**config.mk**
```make
export PLATFORM = sky130hd
export DESIGN_NAME = mvm_result_serializer
export DESIGN_NICKNAME = d
export VERILOG_FILES = /design/src/rtl/mvm_result_serializer.sv
export SDC_FILE = /design/constraint.sdc
export NUM_CORES = 1
export LEC_CHECK = 0
export CORE_MARGIN = 4
export CORE_UTILIZATION = 40
export DETAILED_ROUTE_END_ITERATION = 16
export SETUP_SLACK_MARGIN = 0.1
export SKIP_LAST_GASP = 1
export SYNTH_ARGS = -nofsm -noshare
export SYNTH_HDL_FRONTEND = slang
export SYNTH_SLANG_ARGS = --single-unit
export TNS_END_PERCENT = 20
```
**constraint.sdc**
```tcl
create_clock -name clk -period 18.7 [get_ports clk]
set_input_delay 3.74 -clock clk [delete_from_list [all_inputs] [get_ports clk]]
set_output_delay 3.74 -clock clk [all_outputs]
set_load 0.02 [all_outputs]
```
**src/rtl/mvm_result_serializer.sv**
```systemverilog
// Result serializer for the MVM engine: buffers whole parallel result sets
// in a small set-wide FIFO and streams them out one word per transfer,
// lane 0 first. Sets arriving while the FIFO is full and not popping are
// dropped, and a sticky overflow flag records the loss.
module mvm_result_serializer #(
  parameter int OWIDTH     = 32,
  parameter int NUM_OLANES = 8,
  parameter int DEPTH      = 4,
  parameter int LANEW      = $clog2(NUM_OLANES),
  parameter int CNTW       = $clog2(DEPTH + 1)
) (
  input  logic                                  clk,
  input  logic                                  rst,
  input  logic [0:NUM_OLANES-1][OWIDTH-1:0]     i_result,
  input  logic                                  i_valid,
  output logic [OWIDTH-1:0]                     o_data,
  output logic [LANEW-1:0]                      o_lane,
  output logic                                  o_last,
  output logic                                  o_valid,
  input  logic                                  i_ready,
  output logic [CNTW-1:0]                       o_count,
  output logic                                  o_full,
  output logic                                  o_overflow
);

  localparam int PTRW = $clog2(DEPTH);
  localparam logic [LANEW-1:0] LANE_LAST = LANEW'(NUM_OLANES - 1);
  localparam logic [CNTW-1:0]  DEPTH_C   = CNTW'(DEPTH);

  typedef logic [0:NUM_OLANES-1][OWIDTH-1:0] set_t;

  set_t             mem_q [DEPTH];
  logic [PTRW-1:0]  wptr_q, wptr_d;
  logic [PTRW-1:0]  rptr_q, rptr_d;
  logic [LANEW-1:0] lane_q, lane_d;
  logic [CNTW-1:0]  count_q, count_d;
  logic             ovf_q, ovf_d;

  logic valid_s, xfer_s, pop_s, push_s, drop_s;

  // Handshake decode: a push is allowed whenever a slot is free or the head
  // slot is released on this same edge, so the head is never overwritten.
  always_comb begin
    valid_s = (count_q != '0);
    xfer_s  = valid_s && i_ready;
    pop_s   = xfer_s && (lane_q == LANE_LAST);
    push_s  = i_valid && ((count_q != DEPTH_C) || pop_s);
    drop_s  = i_valid && !push_s;
  end

  // Next-state for pointers, lane counter, occupancy and overflow flag.
  always_comb begin
    wptr_d  = wptr_q;
    rptr_d  = rptr_q;
    lane_d  = lane_q;
    count_d = count_q;
    ovf_d   = ovf_q | drop_s;
    if (push_s) begin
      wptr_d = wptr_q + PTRW'(1);
    end else begin
      wptr_d = wptr_q;
    end
    if (xfer_s) begin
      if (pop_s) begin
        lane_d = '0;
        rptr_d = rptr_q + PTRW'(1);
      end else begin
        lane_d = lane_q + LANEW'(1);
      end
    end else begin
      lane_d = lane_q;
    end
    case ({push_s, pop_s})
      2'b10:   count_d = count_q + CNTW'(1);
      2'b01:   count_d = count_q - CNTW'(1);
      default: count_d = count_q;
    endcase
  end

  // Control state with synchronous active-low reset; a reset abandons any
  // partially drained set and clears the sticky overflow flag.
  always_ff @(posedge clk) begin
    if (!rst) begin
      wptr_q  <= '0;
      rptr_q  <= '0;
      lane_q  <= '0;
      count_q <= '0;
      ovf_q   <= 1'b0;
    end else begin
      wptr_q  <= wptr_d;
      rptr_q  <= rptr_d;
      lane_q  <= lane_d;
      count_q <= count_d;
      ovf_q   <= ovf_d;
    end
  end

  // Set storage: written whole on an accepted push; contents are not reset.
  always_ff @(posedge clk) begin
    if (rst && push_s) begin
      mem_q[wptr_q] <= i_result;
    end
  end

  // Outputs depend only on registers; idle outputs are forced to zero.
  always_comb begin
    o_valid    = valid_s;
    o_count    = count_q;
    o_full     = (count_q == DEPTH_C);
    o_overflow = ovf_q;
    if (valid_s) begin
      o_data = mem_q[rptr_q][lane_q];
      o_lane = lane_q;
      o_last = (lane_q == LANE_LAST);
    end else begin
      o_data = '0;
      o_lane = '0;
      o_last = 1'b0;
    end
  end

endmodule

```
* Word level (Yosys, flattened, before mapping)
Memories as Yosys holds them, arrays and structs flattened. A register that Yosys moved wholly into a read port is not among the register bits. Index checks and enable logic that the tools add are counted.
Word-level totals: bits in registers 11, memories kept 1, bits in writable memories 1024, logic and storage cells 41, input port bits 260, output and inout bits 42
Memory list:
- mem_q | words 4, bits a word 256, rd ports 1, clocked after memory_dff 1, wr ports 1, RTL line 32 | set_t mem_q [DEPTH];
Cells by class: add/subtract/negate cells 5, magnitude comparators 1, equal/unequal tests 5, bitwise operators 2, reduce and logical (&&, ||, !) cells 10, mux-type cells 12
Operator list (count):
- 32-bit binary-select mux with 3-bit select | 1
- 32-bit two-way mux | 3
- 3-bit by 1-bit adder with 3-bit output (second input constant) | 2
- 3-bit equality test (second input constant) | 2
- 3-bit two-way mux | 2
- 3-bit one-hot mux with 2 select lines | 1
- 1-bit logical AND | 5
- 2-bit by 1-bit adder with 2-bit output (second input constant) | 2
- 4-bit greater-or-equal comparator (second input constant) | 1
- 2-bit two-way mux | 2
- 3-bit NOT with 4-bit output | 1
- 1-bit two-way mux | 3
- 3-bit != test (second input constant) | 1
- 3-bit nonzero test | 1
- 3-bit by 1-bit subtractor with 3-bit output (second input constant) | 1
- 2-bit by 1-bit equality test with 1-bit output (second input constant) | 1
- 2-bit equality test (second input constant) | 1
- 2-bit AND reduction | 1
- 2-bit nonzero test | 1
- 1-bit logical NOT | 1
- 1-bit logical OR | 1
- 1-bit OR | 1

* Logic depth before layout (Yosys ltp)
depth in word-level cells 8, gate-level depth with buffers 8, mapped depth without buffers 8

* Worst setup path after synthesis
OpenSTA, ideal clock, no wires.
path type input to register, start input port i_ready, end memory mem_q[0][0] (netlist name) (enable), data required time 18049 ps, setup slack 7976 ps, library setup time 651 ps, cell stages on the path 3, arrival time 10073 ps, path buffers 0, cell sequence nand2_1 a21boi_1 and3_1
On the way: longest elaborated chain between the ends 7
RTL lines:
- from (decl) | RTL line 20 | input logic i_ready,
- 1-bit logical AND | RTL line 45 | xfer_s = valid_s && i_ready;
- 1-bit logical AND | RTL line 46 | pop_s = xfer_s && (lane_q == LANE_LAST);
- 1-bit logical OR | RTL line 47 | push_s = i_valid && ((count_q != DEPTH_C) || pop_s);
- 1-bit logical AND | RTL line 47
- 1-bit logical AND | RTL line 100 | if (rst && push_s) begin
- 1-bit two-way mux | RTL line 100
- 1-bit two-way mux (not written as such) | RTL line 101 | mem_q[wptr_q] <= i_result;
- to (decl) | RTL line 32
No other way between the ends.

==> metrics.cfg <==
[sta]
slew_viol_final = 0
setup_violations = 0
fmax_mhz = 118.3
min_period_ps = 8450
finalHoldViolCount = 0
tns_ps = 0
timing.final.crit_share_pct = 45.19
worst_slew_pin_slew_ps = 1303
timing.slew.headroom_pct = 13.12
fin_skew_ps = 28.41
rsz0062_at_grt = no

[critical_path]
slowest_stage = buf_4
start_kind = flip-flop
cp_num_buf_inv = 3
cp_data_arrival_time_ps = 4710
crit_fanout = 113
end_kind = primary output
path_cells = buf_4 -> buf_12 -> mux4_2 -> mux2_2 -> nand2_1 -> nand4_1 -> clkdlybuf4s50_1
rr_startpoint = lane_q[0]$_SDFFE_PN0P_
critPathKind = flip-flop to primary output
cp.required_ps = 14960
critPathMaxStageDelay_ps = 680
path_delay_family = buffers and inverters

[finish]
final_cell_mix = 1024 x edfxtp_1, 301 x clkdlybuf4s50_1, 190 x mux4_2
area_growth_pct = 20.17
final_common_cell = edfxtp_1
nNetsFinal = 2464
multi_input_area_um2 = 8262
finish.utilization_pct = 48.52
layout-drive-gt1-share_pct = 18.80
seqCellArea_um2 = 31020
n_fill_cell = 7978

[clock_network]
clockBufferDepth = 3
cts_hold_buf = 0
cts_max_level = 3
cts_resized = 0
cts-root-buf = clkbuf_16
cts.sinks = 1037
cts_made_buffers = 107
clk_latency_ps = 690
path_clk_slew_ps = 60
post-cts-setup-buffers = 0
cts_tree = yes

[detailed_routing]
drc = 0
detail_route.wl_per_cell_um = 27.87
initialDrtViolationCount = 1774
firstDrtPassIters = 7
vias = 19850
via_per_inst = 5.506
wl_um = 100500
ant_nets = 0

[synthesis]
synthCells = 1865
syn_nets = 2132
yosys-top-cells-area = edfxtp_1 77%, mux4_2 11%, mux2i_1 3.4%, a22oi_1 1.2%, and3_1 1.1%
syn_area_per_cell_um2 = 21.34
synth_top_area_cell = edfxtp_1
ys_seq_area_share_pct = 77.93
synth_top_area_share_pct = 77.27
syn_area_um2 = 39790
synth_seq_cells = 1037
ys_types = 37
ys_warn_count = 0

[global_route]
grt_pass1_vias = 20560
antenna_found_initial = 56
groute.usage.overall_pct = 19.11
grt_start_max_net_pins = 144
grt_pass1_wl_um = 143400
grt_overflow_total = 0

[run_status]
status = finished, final reports clean

[hold_path]
hp-class = flip-flop to flip-flop
hold_start = o_overflow$_SDFF_PN0_

[power]
vdd_drop_max_uv = 74.38
p_per_area_nw_per_um2 = 104.8
p_leak_nw = 14.76

[place]
port_buffers = 301
dp_hpwl_um = 60680
routabilityCongestion = 0.7381

[die]
rows = 115
dieArea_um2 = 104600
coreArea_um2 = 98560
io_pins = 302
die_h_um = 323.4
fp.dieW_um = 323.4
initial_core_util_pct = 40.37

[flow_run]
max-cap-violations = 0

area by class of cell:
class | instances | share of cell area, %
sequential | 1037 | 64.87
multi-input combinational | 714 | 17.28
timing repair buffer | 332 | 6.918
clock buffer | 123 | 5.814
tap | 1287 | 3.368
clock inverter | 81 | 1.575
antenna | 26 | 0.1361
inverter | 5 | 0.03925
sequential cells by signal, summed over array words and instances, names as in the netlist, named ones only:
register	cells
rptr_q	2
wptr_q	2
o_count	3
o_overflow	1
lane_q	3
mem_q	1024
where the power goes:
group	switching (mW)	internal (mW)	total, mW	leakage (nW)
combinational	0.150	0.110	0.260	3.62
sequential	0.0164	2.63	2.64	9.41
clock	0.886	1.22	2.11	1.73
total	1.05	3.96	5.01	14.8
cell usage after synthesis (all sizes together):
master and instances:
o311ai 1, o311a 2, buf 57, nand3 35
nand3b 1, o31a 1, nand4b 1, nor3 3
a22oi 66, o22ai 1, fa 1, nor2b 6
nor3b 3, nand2b 3, mux4 190, a21oi 36
mux2i 134, or3 1, mux2 31, nand4 32
and3b 1, ha 6, nor2 4, dfxtp 13
a21boi 4, nand2 39, xnor2 3, and2 8
edfxtp 1024, clkbuf 52, inv 5, and3 68
a31oi 33
per-layer routing:
metal | GRT usage, % | up-vias | share of wire (%)
met5 | 0 | - | 0.26
met4 | 5.552 | 40 | 2.5
met3 | 7.014 | 179 | 8.8
met2 | 31.50 | 619 | 50
met1 | 23.82 | 10470 | 39
li1 | - | 8545 | -
final timing paths:
| check | end | slack [ps] | cells after the start |
|---|---|---|---|
| max | o_data[13] | 10250 | 7 |
| min | o_overflow$_SDFF_PN0_ | 520 | 2 |
| max reg2reg | mem_q[2][159]$_DFFE_PP_ | 12660 | 9 |
| min reg2reg | o_overflow$_SDFF_PN0_ | 520 | 2 |
tightest hold or removal path: cells and delay by family (launching register included):
kind / cells / cell delay [ps]
compound gates: 1 / 40
simple gates: 1 / 100
flops: 1 / 330
kinds of logic after synthesis:
group / synth area share, %
flip-flops: 77.93
multiplexers: 15.00
AND/OR/NAND/NOR: 2.858
AO/OA/AOI/OAI: 2.402
buffers and inverters: 1.506
adder cells (fa/ha/maj): 0.2390
XOR/XNOR: 0.06604
per-stage QoR:
stage	cells	hold WS (ps)	total power, mW	setup slack (ps)	area, um^2
after floorplan	1865	498.0	2.805	7976	39790
after global placement	3375	494.2	2.947	10340	44220
after detailed placement	3375	487.1	2.956	10220	44220
after CTS	3579	513.4	5.068	10080	47750
after global routing	3584	546.1	5.188	9867	47770
final	3605	517.9	5.010	10250	47820
Note: power is estimated with default switching activity, not from simulation.
==> RTL edit: new RTL, config.mk and constraints unchanged <==
The parameter `OWIDTH` goes from 32 to 48.
--- a/src/rtl/mvm_result_serializer.sv
+++ b/src/rtl/mvm_result_serializer.sv
@@ -3,7 +3,7 @@
 // lane 0 first. Sets arriving while the FIFO is full and not popping are
 // dropped, and a sticky overflow flag records the loss.
 module mvm_result_serializer #(
-  parameter int OWIDTH     = 32,
+  parameter int OWIDTH     = 48,
   parameter int NUM_OLANES = 8,
   parameter int DEPTH      = 4,
   parameter int LANEW      = $clog2(NUM_OLANES),
Ports: changed (resized i_result and o_data); port bits go from 302 to 446. No check against the original RTL was run, so the function may have changed too.
==> RTL edit against the unedited design <==
  * Total power rose by 49%
  * Sequential power increased by 50%
  * First-iteration DRC count grew 22%
  * Clock skew up 0.036 ns
  * Synthesized area rose by 48%
  * Critical path depth increased by 1
  * Via count up 44%
  * Sequential share of layout area rose by 0.70 points
  * Routed wire length increased by 42%
  * Setup slack worse by 1.3 ns
  * Sequential cell count up 512
  * Cell area increased by 48%
  * Count of clock-buffer cells in the layout grew 78
  * Critical path type unchanged
==> RTL edit: results (changes against the unedited design) <==
The maximum fanout along the worst path is 152 (+35%). The clock latency reported for the late side of the worst-skew pair was 0.81 ns (+0.12 ns). The amount of wire on met2 after detailed routing came out at 70.4 mm (+41%). The global-route met2 utilization was 30.0% (-1.5 points). The number of antenna violations at the first check in global routing came to 55 (-1.8%). The global routing usage summed across all routing layers is 18.4% (-0.68 points).

The post-synthesis net count was 3033 (+42%). The wire length per cell after detailed routing came out at 27.2 um (-2.3%). The slack of the worst reg-to-reg path is 12.95 ns (+0.29 ns). The capturing point of the worst reg2reg path is mem_q[0][314]$_DFFE_PP_. The flip-flop count of the largest register, all copies and words added came out at 1536 (+50%).

The flow ran to the end, and the final reports show no timing, DRC or antenna violations. The global-route wire length before repair was 205 mm (+43%). The met3 routing resource usage after global routing came out at 5.77% (-1.2 points). The arrival time of data at the critical path endpoint came out at 6.01 ns (+1.30 ns). The layout filler cell count came out at 11681 (+46%). The post-detailed-routing wire length is 142 mm (+42%). The number of global-route vias before repair came out at 29974 (+46%).

The worst supply voltage drop on vdd was 0.0000809 V (+8.8%). The number of levels the H-tree was split into came out at 4 (+1). The routed length on met3 is 11.3 mm (+27%). The post-DP HPWL is 85.2 mm (+40%).

The violation count after the first detailed-route iteration came out at 2163 (+22%). The final clock skew is 0.0649 ns (+0.0365 ns). The cell leakage power is 21.3 nW (+45%). The maximum number of pins on one net before global-route repair came out at 153 (+6.3%). The share of the yosys chip area belonging to registers is 78.8% (+0.91 points). The share of final-layout standard cells stronger than drive strength 1 came out at 19.2% (+0.41 points). The instance area at placement came out at 0.0654 mm2 (+48%). The detail-routed via count per cell came out at 5.46 (-0.91%). The most critical setup path has its endpoint at o_data[45]. The routability-driven placement congestion ratio came out at 0.747 (+1.2%).

The count of flip-flops with a built-in enable after synthesis came out at 1536 (+50%). The clock buffer count from CTS came out at 161 (+50%). The least setup slack across all paths after layout is 8.95 ns (-1.30 ns).

The synthesized netlist cell count came out at 2638 (+41%). The number of buffers added on ports was 445 (+48%).
-- RTL edit: worst min path at each step --
stage / startpoint / to / slack [ns] / cells after the start
finish: o_overflow$_SDFF_PN0_ / o_overflow$_SDFF_PN0_ / 0.54 / 2
global route: o_overflow$_SDFF_PN0_ / o_overflow$_SDFF_PN0_ / 0.58 / 2
global placement: o_overflow$_SDFF_PN0_ / o_overflow$_SDFF_PN0_ / 0.48 / 2
detailed placement: o_overflow$_SDFF_PN0_ / o_overflow$_SDFF_PN0_ / 0.55 / 2
CTS: o_overflow$_SDFF_PN0_ / o_overflow$_SDFF_PN0_ / 0.56 / 2
floorplan: lane_q[1]$_SDFFE_PN0P_ / lane_q[1]$_SDFFE_PN0P_ / 0.50 / 2
-- RTL edit: cells by family after synthesis --
logic type / synth area share, %
AOI/OAI and AO/OA: 2.65
xor gates and xnor gates: 0.0447
adders and majority gates: 0.162
buffers and inverters: 1.40
DFF: 78.8
muxes: 15.2
and+or+nand+nor: 1.70
-- RTL edit: worst reg2reg max path: stages (launching register included) --
cell and delay (ns):
dfxtp_4 0.77, ha_1 0.27, ha_1 0.25, nand2_1 0.07, a21boi_1 0.48, and3_4 0.91
buf_4 0.74, buf_4 0.88, buf_4 0.91
-- RTL edit: power by group --
group	total, mW	switching (mW)	internal [mW]
clock	3.15	1.33	1.82
sequential	3.95	0.0246	3.92
combinational	0.360	0.201	0.159
total	7.46	1.56	5.90
-- RTL edit: area by class of cell --
cell class / instances / area [um2] / share of cell area, %
flip-flops and latches: 1549 / 46400 / 65.6
multi-input cells: 939 / 11700 / 16.5
repair buffers: 488 / 4850 / 6.86
clock buffers: 201 / 4230 / 5.98
well taps: 1917 / 2400 / 3.39
clock inverters: 96 / 1070 / 1.51
diodes: 34 / 85.1 / 0.120
inverters: 5 / 18.8 / 0.0265
